**config.mk**
```make
export PLATFORM = sky130hd
export DESIGN_NAME = uart_core_param
export DESIGN_NICKNAME = d
export VERILOG_FILES = /design/src/rtl/uart_pkg.sv /design/src/rtl/uart_rx_fifo.sv /design/src/rtl/uart_core_param.sv
export SDC_FILE = /design/constraint.sdc
export NUM_CORES = 1
export LEC_CHECK = 0
export ABC_AREA = 1
export BUFFER_PORTS_ARGS = -buffer_cell sky130_fd_sc_hd__buf_4
export CORE_ASPECT_RATIO = 0.75
export CORE_MARGIN = 2
export CORE_UTILIZATION = 35
export DETAILED_ROUTE_END_ITERATION = 16
export SLEW_MARGIN = 30
export SYNTH_ARGS = -nofsm -noshare
export SYNTH_HDL_FRONTEND = slang
export SYNTH_SLANG_ARGS = --single-unit
```
**constraint.sdc**
```tcl
create_clock -name clk -period 3.1 [get_ports clk]
set_clock_uncertainty 0.1 [all_clocks]
set_input_delay 0.62 -clock clk [delete_from_list [all_inputs] [get_ports clk]]
set_output_delay 0.62 -clock clk [all_outputs]
set_load 0.005 [all_outputs]
```
**src/rtl/uart_pkg.sv**
```systemverilog
// Shared state encodings, idle line level and frame-length helper for the UART core.
// Defining UART_PARITY_EN adds the even-parity state to both FSMs.
package uart_pkg;

  localparam logic UART_IDLE_LVL = 1'b1;

`ifdef UART_PARITY_EN
  localparam int UART_PARITY_BITS = 1;

  typedef enum logic [2:0] {
    TX_IDLE,
    TX_START,
    TX_DATA,
    TX_PARITY,
    TX_STOP
  } tx_state_e;

  typedef enum logic [2:0] {
    RX_IDLE,
    RX_START,
    RX_DATA,
    RX_PARITY,
    RX_STOP,
    RX_WAIT
  } rx_state_e;
`else
  localparam int UART_PARITY_BITS = 0;

  typedef enum logic [2:0] {
    TX_IDLE,
    TX_START,
    TX_DATA,
    TX_STOP
  } tx_state_e;

  typedef enum logic [2:0] {
    RX_IDLE,
    RX_START,
    RX_DATA,
    RX_STOP,
    RX_WAIT
  } rx_state_e;
`endif

  // Bits on the line for one frame: start + data + optional parity + stop bits.
  function automatic int uart_frame_bits(input int data_w, input int stop_bits);
    return 1 + data_w + UART_PARITY_BITS + stop_bits;
  endfunction

endpackage

```
**src/rtl/uart_rx_fifo.sv**
```systemverilog
// Receive FIFO for the UART core: circular buffer with occupancy count and sticky overflow.
// A push into a full FIFO is dropped unless a pop happens in the same cycle.
module uart_rx_fifo #(
  parameter int DATA_W     = 8,
  parameter int FIFO_DEPTH = 4
) (
  input  logic              clk,
  input  logic              reset,
  input  logic              push,
  input  logic [DATA_W-1:0] push_data,
  input  logic              pop,
  output logic [DATA_W-1:0] head,
  output logic              full,
  output logic              empty,
  output logic              overflow
);

  localparam int AW = $clog2(FIFO_DEPTH);
  localparam logic [AW:0] FULL_CNT = (AW + 1)'(FIFO_DEPTH);

  logic [DATA_W-1:0] mem_q [FIFO_DEPTH];
  logic [DATA_W-1:0] mem_d [FIFO_DEPTH];
  logic [AW-1:0]     wr_ptr_q, wr_ptr_d;
  logic [AW-1:0]     rd_ptr_q, rd_ptr_d;
  logic [AW:0]       count_q, count_d;
  logic              overflow_q, overflow_d;
  logic              do_push, do_pop;

  assign empty    = (count_q == '0);
  assign full     = (count_q == FULL_CNT);
  assign do_pop   = pop && !empty;
  assign do_push  = push && (!full || do_pop);
  assign head     = empty ? '0 : mem_q[rd_ptr_q];
  assign overflow = overflow_q;

  always_comb begin
    mem_d      = mem_q;
    wr_ptr_d   = wr_ptr_q;
    rd_ptr_d   = rd_ptr_q;
    count_d    = count_q;
    overflow_d = overflow_q;

    if (do_push) begin
      mem_d[wr_ptr_q] = push_data;
      wr_ptr_d        = wr_ptr_q + 1'b1;
    end
    if (do_pop) begin
      rd_ptr_d = rd_ptr_q + 1'b1;
    end
    if (push && !do_push) begin
      overflow_d = 1'b1;
    end

    case ({do_push, do_pop})
      2'b10:   count_d = count_q + 1'b1;
      2'b01:   count_d = count_q - 1'b1;
      default: count_d = count_q;
    endcase
  end

  always_ff @(posedge clk) begin
    if (reset) begin
      for (int i = 0; i < FIFO_DEPTH; i++) begin
        mem_q[i] <= '0;
      end
      wr_ptr_q   <= '0;
      rd_ptr_q   <= '0;
      count_q    <= '0;
      overflow_q <= 1'b0;
    end else begin
      mem_q      <= mem_d;
      wr_ptr_q   <= wr_ptr_d;
      rd_ptr_q   <= rd_ptr_d;
      count_q    <= count_d;
      overflow_q <= overflow_d;
    end
  end

endmodule

```
**src/rtl/uart_core_param.sv**
```systemverilog
// Full-duplex UART on the system clock: TX serializer, mid-bit RX sampler and RX FIFO.
// Define UART_PARITY_EN for an even parity bit on both directions plus the parity_err pulse.
module uart_core_param
  import uart_pkg::*;
#(
  parameter int DATA_W       = 8,
  parameter int CLKS_PER_BIT = 4,
  parameter int STOP_BITS    = 1,
  parameter int FIFO_DEPTH   = 4
) (
  input  logic              clk,
  input  logic              reset,
  input  logic              start_tx,
  input  logic [DATA_W-1:0] data_in,
  output logic              tx_busy,
  output logic              tx,
  input  logic              rx,
  input  logic              rd_en,
  output logic [DATA_W-1:0] data_out,
  output logic              data_ready,
  output logic              overflow,
  output logic              frame_err
`ifdef UART_PARITY_EN
  ,
  output logic              parity_err
`endif
);

  localparam int CW = $clog2(CLKS_PER_BIT) + 1;
  localparam int BW = $clog2(DATA_W) + 1;
  localparam logic [CW-1:0] CNT_LAST  = CW'(CLKS_PER_BIT - 1);
  localparam logic [CW-1:0] CNT_HALF  = CW'(CLKS_PER_BIT / 2 - 1);
  localparam logic [BW-1:0] BIT_LAST  = BW'(DATA_W - 1);
  localparam logic          STOP_LAST = (STOP_BITS == 2);

  tx_state_e         tx_state_q, tx_state_d;
  logic [CW-1:0]     tx_cnt_q, tx_cnt_d;
  logic [BW-1:0]     tx_bit_q, tx_bit_d;
  logic              tx_stop_q, tx_stop_d;
  logic [DATA_W-1:0] tx_shreg_q, tx_shreg_d;
  logic              tx_q, tx_d;
  logic              tx_cnt_last, tx_done, tx_accept;

  rx_state_e         rx_state_q, rx_state_d;
  logic [CW-1:0]     rx_cnt_q, rx_cnt_d;
  logic [BW-1:0]     rx_bit_q, rx_bit_d;
  logic [DATA_W-1:0] rx_shreg_q, rx_shreg_d;
  logic              rx_meta_q, rx_meta_d;
  logic              rx_sync_q, rx_sync_d;
  logic              frame_err_q, frame_err_d;
  logic              rx_cnt_last, rx_push;

  logic              fifo_full, fifo_empty;

`ifdef UART_PARITY_EN
  logic              tx_par_q, tx_par_d;
  logic              rx_par_q, rx_par_d;
  logic              rx_bad_q, rx_bad_d;
  logic              parity_err_q, parity_err_d;
  assign parity_err = parity_err_q;
`endif

  assign tx_cnt_last = (tx_cnt_q == CNT_LAST);
  assign rx_cnt_last = (rx_cnt_q == CNT_LAST);

  // tx_busy drops in the final stop-bit cycle so a new start_tx follows with no idle gap.
  assign tx_done    = (tx_state_q == TX_STOP) && tx_cnt_last && (tx_stop_q == STOP_LAST);
  assign tx_busy    = (tx_state_q != TX_IDLE) && !tx_done;
  assign tx_accept  = start_tx && !tx_busy;
  assign tx         = tx_q;
  assign frame_err  = frame_err_q;
  assign data_ready = !fifo_empty;

  always_comb begin
    tx_state_d = tx_state_q;
    tx_cnt_d   = tx_cnt_last ? '0 : tx_cnt_q + 1'b1;
    tx_bit_d   = tx_bit_q;
    tx_stop_d  = tx_stop_q;
    tx_shreg_d = tx_shreg_q;
    tx_d       = tx_q;
`ifdef UART_PARITY_EN
    tx_par_d   = tx_par_q;
`endif

    case (tx_state_q)
      TX_IDLE: begin
        tx_cnt_d = '0;
        tx_d     = UART_IDLE_LVL;
      end
      TX_START: begin
        if (tx_cnt_last) begin
          tx_state_d = TX_DATA;
          tx_bit_d   = '0;
          tx_d       = tx_shreg_q[0];
        end
      end
      TX_DATA: begin
        if (tx_cnt_last) begin
          if (tx_bit_q == BIT_LAST) begin
`ifdef UART_PARITY_EN
            tx_state_d = TX_PARITY;
            tx_d       = tx_par_q;
`else
            tx_state_d = TX_STOP;
            tx_stop_d  = 1'b0;
            tx_d       = UART_IDLE_LVL;
`endif
          end else begin
            tx_bit_d   = tx_bit_q + 1'b1;
            tx_shreg_d = tx_shreg_q >> 1;
            tx_d       = tx_shreg_q[1];
          end
        end
      end
`ifdef UART_PARITY_EN
      TX_PARITY: begin
        if (tx_cnt_last) begin
          tx_state_d = TX_STOP;
          tx_stop_d  = 1'b0;
          tx_d       = UART_IDLE_LVL;
        end
      end
`endif
      TX_STOP: begin
        if (tx_cnt_last) begin
          if (tx_stop_q == STOP_LAST) begin
            tx_state_d = TX_IDLE;
            tx_d       = UART_IDLE_LVL;
          end else begin
            tx_stop_d = 1'b1;
          end
        end
      end
      default: tx_state_d = TX_IDLE;
    endcase

    // Acceptance overrides both IDLE and the last stop cycle.
    if (tx_accept) begin
      tx_state_d = TX_START;
      tx_cnt_d   = '0;
      tx_shreg_d = data_in;
      tx_d       = ~UART_IDLE_LVL;
`ifdef UART_PARITY_EN
      tx_par_d   = ^data_in;
`endif
    end
  end

  always_ff @(posedge clk) begin
    if (reset) begin
      tx_state_q <= TX_IDLE;
      tx_cnt_q   <= '0;
      tx_bit_q   <= '0;
      tx_stop_q  <= 1'b0;
      tx_shreg_q <= '0;
      tx_q       <= UART_IDLE_LVL;
`ifdef UART_PARITY_EN
      tx_par_q   <= 1'b0;
`endif
    end else begin
      tx_state_q <= tx_state_d;
      tx_cnt_q   <= tx_cnt_d;
      tx_bit_q   <= tx_bit_d;
      tx_stop_q  <= tx_stop_d;
      tx_shreg_q <= tx_shreg_d;
      tx_q       <= tx_d;
`ifdef UART_PARITY_EN
      tx_par_q   <= tx_par_d;
`endif
    end
  end

  // The counter starts at 1 on the detected edge so the re-check lands mid start bit.
  always_comb begin
    rx_meta_d   = rx;
    rx_sync_d   = rx_meta_q;
    rx_state_d  = rx_state_q;
    rx_cnt_d    = rx_cnt_last ? '0 : rx_cnt_q + 1'b1;
    rx_bit_d    = rx_bit_q;
    rx_shreg_d  = rx_shreg_q;
    frame_err_d = 1'b0;
    rx_push     = 1'b0;
`ifdef UART_PARITY_EN
    rx_par_d     = rx_par_q;
    rx_bad_d     = rx_bad_q;
    parity_err_d = 1'b0;
`endif

    case (rx_state_q)
      RX_IDLE: begin
        rx_cnt_d = '0;
        if (rx_sync_q != UART_IDLE_LVL) begin
          rx_state_d = RX_START;
          rx_cnt_d   = CW'(1);
        end
      end
      RX_START: begin
        if (rx_cnt_q == CNT_HALF) begin
          rx_cnt_d = '0;
          if (rx_sync_q != UART_IDLE_LVL) begin
            rx_state_d = RX_DATA;
            rx_bit_d   = '0;
`ifdef UART_PARITY_EN
            rx_par_d   = 1'b0;
            rx_bad_d   = 1'b0;
`endif
          end else begin
            rx_state_d = RX_IDLE;
          end
        end
      end
      RX_DATA: begin
        if (rx_cnt_last) begin
          rx_shreg_d = {rx_sync_q, rx_shreg_q[DATA_W-1:1]};
`ifdef UART_PARITY_EN
          rx_par_d   = rx_par_q ^ rx_sync_q;
`endif
          if (rx_bit_q == BIT_LAST) begin
`ifdef UART_PARITY_EN
            rx_state_d = RX_PARITY;
`else
            rx_state_d = RX_STOP;
`endif
          end else begin
            rx_bit_d = rx_bit_q + 1'b1;
          end
        end
      end
`ifdef UART_PARITY_EN
      RX_PARITY: begin
        if (rx_cnt_last) begin
          rx_state_d = RX_STOP;
          if (rx_par_q ^ rx_sync_q) begin
            parity_err_d = 1'b1;
            rx_bad_d     = 1'b1;
          end
        end
      end
`endif
      RX_STOP: begin
        if (rx_cnt_last) begin
          if (rx_sync_q == UART_IDLE_LVL) begin
            rx_state_d = RX_IDLE;
`ifdef UART_PARITY_EN
            rx_push    = !rx_bad_q;
`else
            rx_push    = 1'b1;
`endif
          end else begin
            rx_state_d  = RX_WAIT;
            frame_err_d = 1'b1;
          end
        end
      end
      RX_WAIT: begin
        rx_cnt_d = '0;
        if (rx_sync_q == UART_IDLE_LVL) begin
          rx_state_d = RX_IDLE;
        end
      end
      default: rx_state_d = RX_IDLE;
    endcase
  end

  always_ff @(posedge clk) begin
    if (reset) begin
      rx_meta_q   <= UART_IDLE_LVL;
      rx_sync_q   <= UART_IDLE_LVL;
      rx_state_q  <= RX_IDLE;
      rx_cnt_q    <= '0;
      rx_bit_q    <= '0;
      rx_shreg_q  <= '0;
      frame_err_q <= 1'b0;
`ifdef UART_PARITY_EN
      rx_par_q     <= 1'b0;
      rx_bad_q     <= 1'b0;
      parity_err_q <= 1'b0;
`endif
    end else begin
      rx_meta_q   <= rx_meta_d;
      rx_sync_q   <= rx_sync_d;
      rx_state_q  <= rx_state_d;
      rx_cnt_q    <= rx_cnt_d;
      rx_bit_q    <= rx_bit_d;
      rx_shreg_q  <= rx_shreg_d;
      frame_err_q <= frame_err_d;
`ifdef UART_PARITY_EN
      rx_par_q     <= rx_par_d;
      rx_bad_q     <= rx_bad_d;
      parity_err_q <= parity_err_d;
`endif
    end
  end

  uart_rx_fifo #(
    .DATA_W     (DATA_W),
    .FIFO_DEPTH (FIFO_DEPTH)
  ) u_rx_fifo (
    .clk       (clk),
    .reset     (reset),
    .push      (rx_push),
    .push_data (rx_shreg_q),
    .pop       (rd_en),
    .head      (data_out),
    .full      (fifo_full),
    .empty     (fifo_empty),
    .overflow  (overflow)
  );

endmodule
```
Yosys cells after proc, flatten, opt, wreduce, memory -nomap -nowiden

Index checks and enable logic that the tools add are counted.

Register bits: 81
Bits of input ports: 13
Output and inout bits: 13

$add $sub $neg: 8
$lt $le $gt $ge: 3
Eq/ne operators: 36
Mux-type cells: 57
Bitwise logic cells: 6
Reduce and logical (&&, ||, !) cells: 37

Operators by type and width:

| cell                                                 | number |
|---|---|
| 2-to-1 mux 8 bit                                     | 8 |
| 2-to-1 mux 3 bit                                     | 14 |
| bitwise mux 32 bit                                   | 1 |
| inequality test 2 bit (second input constant)        | 16 |
| 2-to-1 mux 4 bit                                     | 7 |
| equality test 3 x 2 -> 1 bit (second input constant) | 6 |
| AND reduction 6 bit                                  | 3 |
| binary-select mux 8 bit (select 2 bit)               | 1 |
| demux 8 bit (select 2 bit)                           | 1 |
| 2-to-1 mux 1 bit                                     | 16 |
| case mux 4 bit (2 select lines)                      | 2 |
| inequality test 3 bit (second input constant)        | 5 |
| case mux 3 bit (5 select lines)                      | 1 |
| case mux 3 bit (4 select lines)                      | 1 |
| nonzero test 2 bit                                   | 6 |
| AND reduction 5 bit                                  | 2 |
| adder 3 x 1 -> 3 bit (second input constant)         | 3 |
| equality test 3 x 1 -> 1 bit (second input constant) | 3 |
| logical NOT 3 bit                                    | 3 |
| case mux 3 bit (3 select lines)                      | 1 |
| adder 4 x 1 -> 4 bit (second input constant)         | 2 |
| equality test 4 x 3 -> 1 bit (second input constant) | 2 |
| logical AND 1 bit                                    | 8 |
| AND reduction 4 bit                                  | 2 |
| 22 further kinds                                     | 33 |

Longest topological paths before layout

Word-level depth: 9
Depth in mapped cells: 11

By module

Synthesis repeated with hierarchy kept, for this count alone.

Cells, all modules: 638
Area, all modules: 4249.1 um^2

Modules (own cells, without submodules):

| module          | instances | cells each | area an instance (um^2) | sequential area each (um^2) |
|---|---|---|---|---|
| uart_rx_fifo    | 1         | 356        | 2275.9                  | 800.8 |
| uart_core_param | 1         | 282        | 1973.1                  | 780.7 |

Worst setup path after synthesis

OpenSTA, ideal clock, no wires.

Path type: input port to flip-flop
From: input port rd_en
To: register u_rx_fifo.count_q[2]
Data arrival time: 2.030 ns
Required time: 2.878 ns
Path slack: 0.847 ns
Cell stages on the path: 10
Cells stage by stage: inv_1 nand3_1 nand2_1 ha_1 inv_1 fa_1 a21oi_1 o21ai_0 o21ai_0 a21oi_1

Cells in the longest elaborated chain, start to end: 5
Elaborated cells on any way between the ends: 7

RTL lines:

| element                                                                      | RTL line              | RTL |
|---|---|---|
| from (decl)                                                                  | uart_core_param.sv:18 | `input logic rd_en,` |
| logical AND 1 bit *                                                          | uart_rx_fifo.sv:31    | `assign do_pop = pop && !empty;` |
| logical OR 1 bit                                                             | uart_rx_fifo.sv:32    | `assign do_push = push && (!full \|\| do_pop);` |
| logical AND 1 bit                                                            | uart_rx_fifo.sv:32    |  |
| equality test 2 x 1 -> 1 bit / equality test 2 bit (equally long branches)   | uart_rx_fifo.sv:54    | `case ({do_push, do_pop})` |
| case mux 3 bit (2 select lines) / nonzero test 2 bit (equally long branches) | -                     |  |
| to (signal assigned)                                                         | uart_rx_fifo.sv:74    | `count_q <= count_d;` |
| to (decl)                                                                    | uart_rx_fifo.sv:25    | `logic [AW:0] count_q, count_d;` |

Mark *: on every way between the ends. The rest lies on a longest branch, timed or not.
A chain may end at the register's enable or synchronous reset.

Worst setup path in the final report

From: register u_rx_fifo.rd_ptr_q[1]
To: output port data_out[7]

Cells in the longest elaborated chain, start to end: 5

RTL lines:

| element                                             | RTL line              | RTL |
|---|---|---|
| from (decl)                                         | uart_rx_fifo.sv:24    | `logic [AW-1:0] rd_ptr_q, rd_ptr_d;` |
| from (signal assigned)                              | uart_rx_fifo.sv:73    | `rd_ptr_q <= rd_ptr_d;` |
| inverter 2 -> 3 bit (implied by the code)           | uart_rx_fifo.sv:33    | `assign head = empty ? '0 : mem_q[rd_ptr_q];` |
| binary-select mux 8 bit (select 2 bit)              | uart_rx_fifo.sv:33    |  |
| 2-to-1 mux 8 bit (implied by the code) (2 in a row) | uart_rx_fifo.sv:33    |  |
| 2-to-1 mux 8 bit                                    | uart_rx_fifo.sv:33    |  |
| to (decl)                                           | uart_core_param.sv:19 | `output logic [DATA_W-1:0] data_out,` |

No other way between the ends. The select of a mux whose other input is x is not followed.

==> run summary <==
Outcome - finished clean
R2R cell count - 11
RSZ-0062 raised after global routing - no
Non-filler cells, final - 730
Hold Path Class - flip-flop to flip-flop
Hold-fix buffers, CTS - 0
NumNets Final - 615
Max VDD drop - 0.303 mV
Hold EP - tx_cnt_q[0]
Grt ovf - 0
Area of the mapped netlist - 3860 um2
Worst Tran Pin Value - 518 ps
Rows - 33
Seq/Total Area, Yosys - 0.410
Root Buffer - clkbuf_16
Initial Util - 0.357
Antenna Nets Post-Route - 0
Cells after Synth - 565
Setup crit end kind - output pin
Antenna diode count - 0
Vias in the first global route - 2889
CP Cell Sequence - clkinv_1 > a21oi_1 > o21ai_0 > a21oi_1 > buf_4
Crit path launch type - flip-flop
Post-route cell area - 4440 um2
Worst r2r dst - u_rx_fifo.count_q[2]
Inserted Clock Buffers - 9
Clock sinks - 79
Slowest CP cell - dfxtp_1
Worst path depth - 5
Post-Syn Area per Cell - 6.83 um2
First-pass GRT wire length - 13700 um
Period utilisation layout - 0.850
Netlist cell types - 25
Crit path top cell by count - a21oi_1
CTS tree - built
Total design power - 0.00285 W
Initial DRC count - 265
Tmin final - 2640 ps
GPL Wtd Cong - 0.841
Clk pin slew, worst setup/hold paths - 60 ps
FF+latch count, synth - 79
Fin. Hold Viols - 0
Setup violations, final - 0
Die Area - 11900 um2
Largest net degree at the start of global routing - 37
WHS Path Cells - 1
Tot GR Track Use - 0.140
Number of H-tree levels - 3
P per Cell Area - 642 nW/um2
DR vias/cell - 4.57
Critical Path AT - 1920 ps
Relative slew margins - 0.654
Routed WL - 8180 um
Share of cells above drive strength 1 - 0.0864
Port Buffers - 25
Final Max Tran Viols - 0
R2r setup slk - 640 ps
DP HPWL - 5600 um
Via count - 3335
P_leak - 2.07 nW
Drt wl/cell - 11.2 um
Die width - 125 um
Maxcap violations - 0
Antenna violations before repair - 0
Syn nets - 595
CORE AREA - 10800 um2
DP Cell Count - 714
Longest Clk Path Bufs - 2
Area Growth Syn to Fin - 15.0%
Post-DP Area - 4120 um2
Total negative slack - 0 ps
Initial DRT Pass Iterations - 4
Achievable Freq - 0.379 GHz
Post-cts resize count - 0
Worst hold start - tx_cnt_q[0]
Post-CTS setup buffer count - 0
Crit-path max cell delay - 540 ps
Hold_ws - 319 ps
RR Startpoint - u_rx_fifo.count_q[2]
Die H - 94.9 um
Io pins - 26
CP Buf/Inv Count - 2
Number of remaining DRC errors - 0
Clk_lat worst skew - 330 ps
Cell family with most CP delay - flip-flops
Crit-path max FO - 10
Synthesis warning total - 0
Critical Path RT - 2380 ps
Crit path kind - flip-flop to output pin
through the flow:
stage                util  setup slack (ps)
floorplan               -               847
global placement    0.381               599
detailed placement  0.381               586
CTS                 0.410               484
global route        0.410               323
finish              0.410               464
cell type report:
class / count / area [um2]
Multi-Input combinational cell: 396 / 1880
Clock inverter: 5 / 82.6
Tap cell: 140 / 175
Fill cell: 1138 / 6380
Inverter: 71 / 267
Clock buffer: 11 / 233
Timing Repair Buffer: 28 / 223
Sequential cell: 79 / 1580
routing by layer:
layer / global-route usage / routed length (um)
met1: 0.199 / 4260
met2: 0.218 / 3500
met3: 0.0266 / 352
met4: 0.0417 / 78
met5: 0 / 0
worst max path at each step:
| stage | start | to | slack [ps] |
|---|---|---|---|
| floorplan | rd_en | u_rx_fifo.count_q[2] | 850 |
| global placement | rd_en | u_rx_fifo.count_q[2] | 600 |
| detailed placement | rd_en | u_rx_fifo.count_q[2] | 590 |
| CTS | u_rx_fifo.rd_ptr_q[1] | data_out[7] | 480 |
| global route | u_rx_fifo.rd_ptr_q[1] | data_out[1] | 320 |
| finish | u_rx_fifo.rd_ptr_q[1] | data_out[7] | 460 |
sequential cells by signal, summed over array words and instances (netlist names), 2 cells and up:
name and count:
u_rx_fifo.count_q 3, rx_shreg_q 8, rx_bit_q 4, rx_cnt_q 3, tx_bit_q 4, tx_state_q 2, tx_cnt_q 3, tx_shreg_q 8
rx_state_q 3, u_rx_fifo.mem_q 32, u_rx_fifo.wr_ptr_q 2, u_rx_fifo.rd_ptr_q 2
worst reg2reg max path, cell delays in order, from the launching register on:
cell and delay (ps):
dfxtp_1 350, inv_1 70, nand2_1 90, clkinv_1 280, nor2_1 350, ha_1 200
inv_1 60, fa_1 380, a21oi_1 140, o21ai_0 100, o21ai_0 160, a21oi_1 60
cells in the mapped netlist (all sizes together):
cell / instances / share of area
a21oi: 53 / 0.069
dfxtp: 79 / 0.41
nor4: 2 / 0.0032
nand3: 26 / 0.040
or2: 2 / 0.0032
a211oi: 1 / 0.0019
clkbuf: 11 / 0.018
ha: 16 / 0.052
inv: 68 / 0.066
nand4: 7 / 0.011
nor3: 1 / 0.0042
and3: 1 / 0.0016
xor2: 3 / 0.0068
fa: 1 / 0.0052
nand2: 143 / 0.14
buf: 8 / 0.017
nand3b: 1 / 0.0019
clkinv: 3 / 0.0029
o21ai: 34 / 0.044
nor2: 105 / 0.10
cell usage in the layout (no fill, tap or decap), drive strengths merged:
cell type  instances
or2                2
bufinv             2
ha                16
a211oi             1
buf               28
nand4              7
nand2            143
nand3             26
clkinvlp           3
nor2             105
a21oi             53
dfxtp             79
clkbuf            11
and3               1
nor4               2
o21ai             34
clkinv             3
inv               68
fa                 1
xor2               3
nand3b             1
nor3               1
kinds of logic after synthesis:
logic type               Yosys count  synth area share
buffers and inverters             90             0.104
XOR/XNOR                           3           0.00681
AND/OR/NAND/NOR                  288             0.308
flip-flops                        79             0.410
adder cells (fa/ha/maj)           17            0.0570
AO/OA/AOI/OAI                     88             0.115
report_power, final:
part / internal, W / switching (W)
Sequential: 0.00109 / 0.0000607
Clock: 0.000706 / 0.000415
Combinational: 0.000205 / 0.000377
No activity file was read; power rests on OpenSTA's default activity.
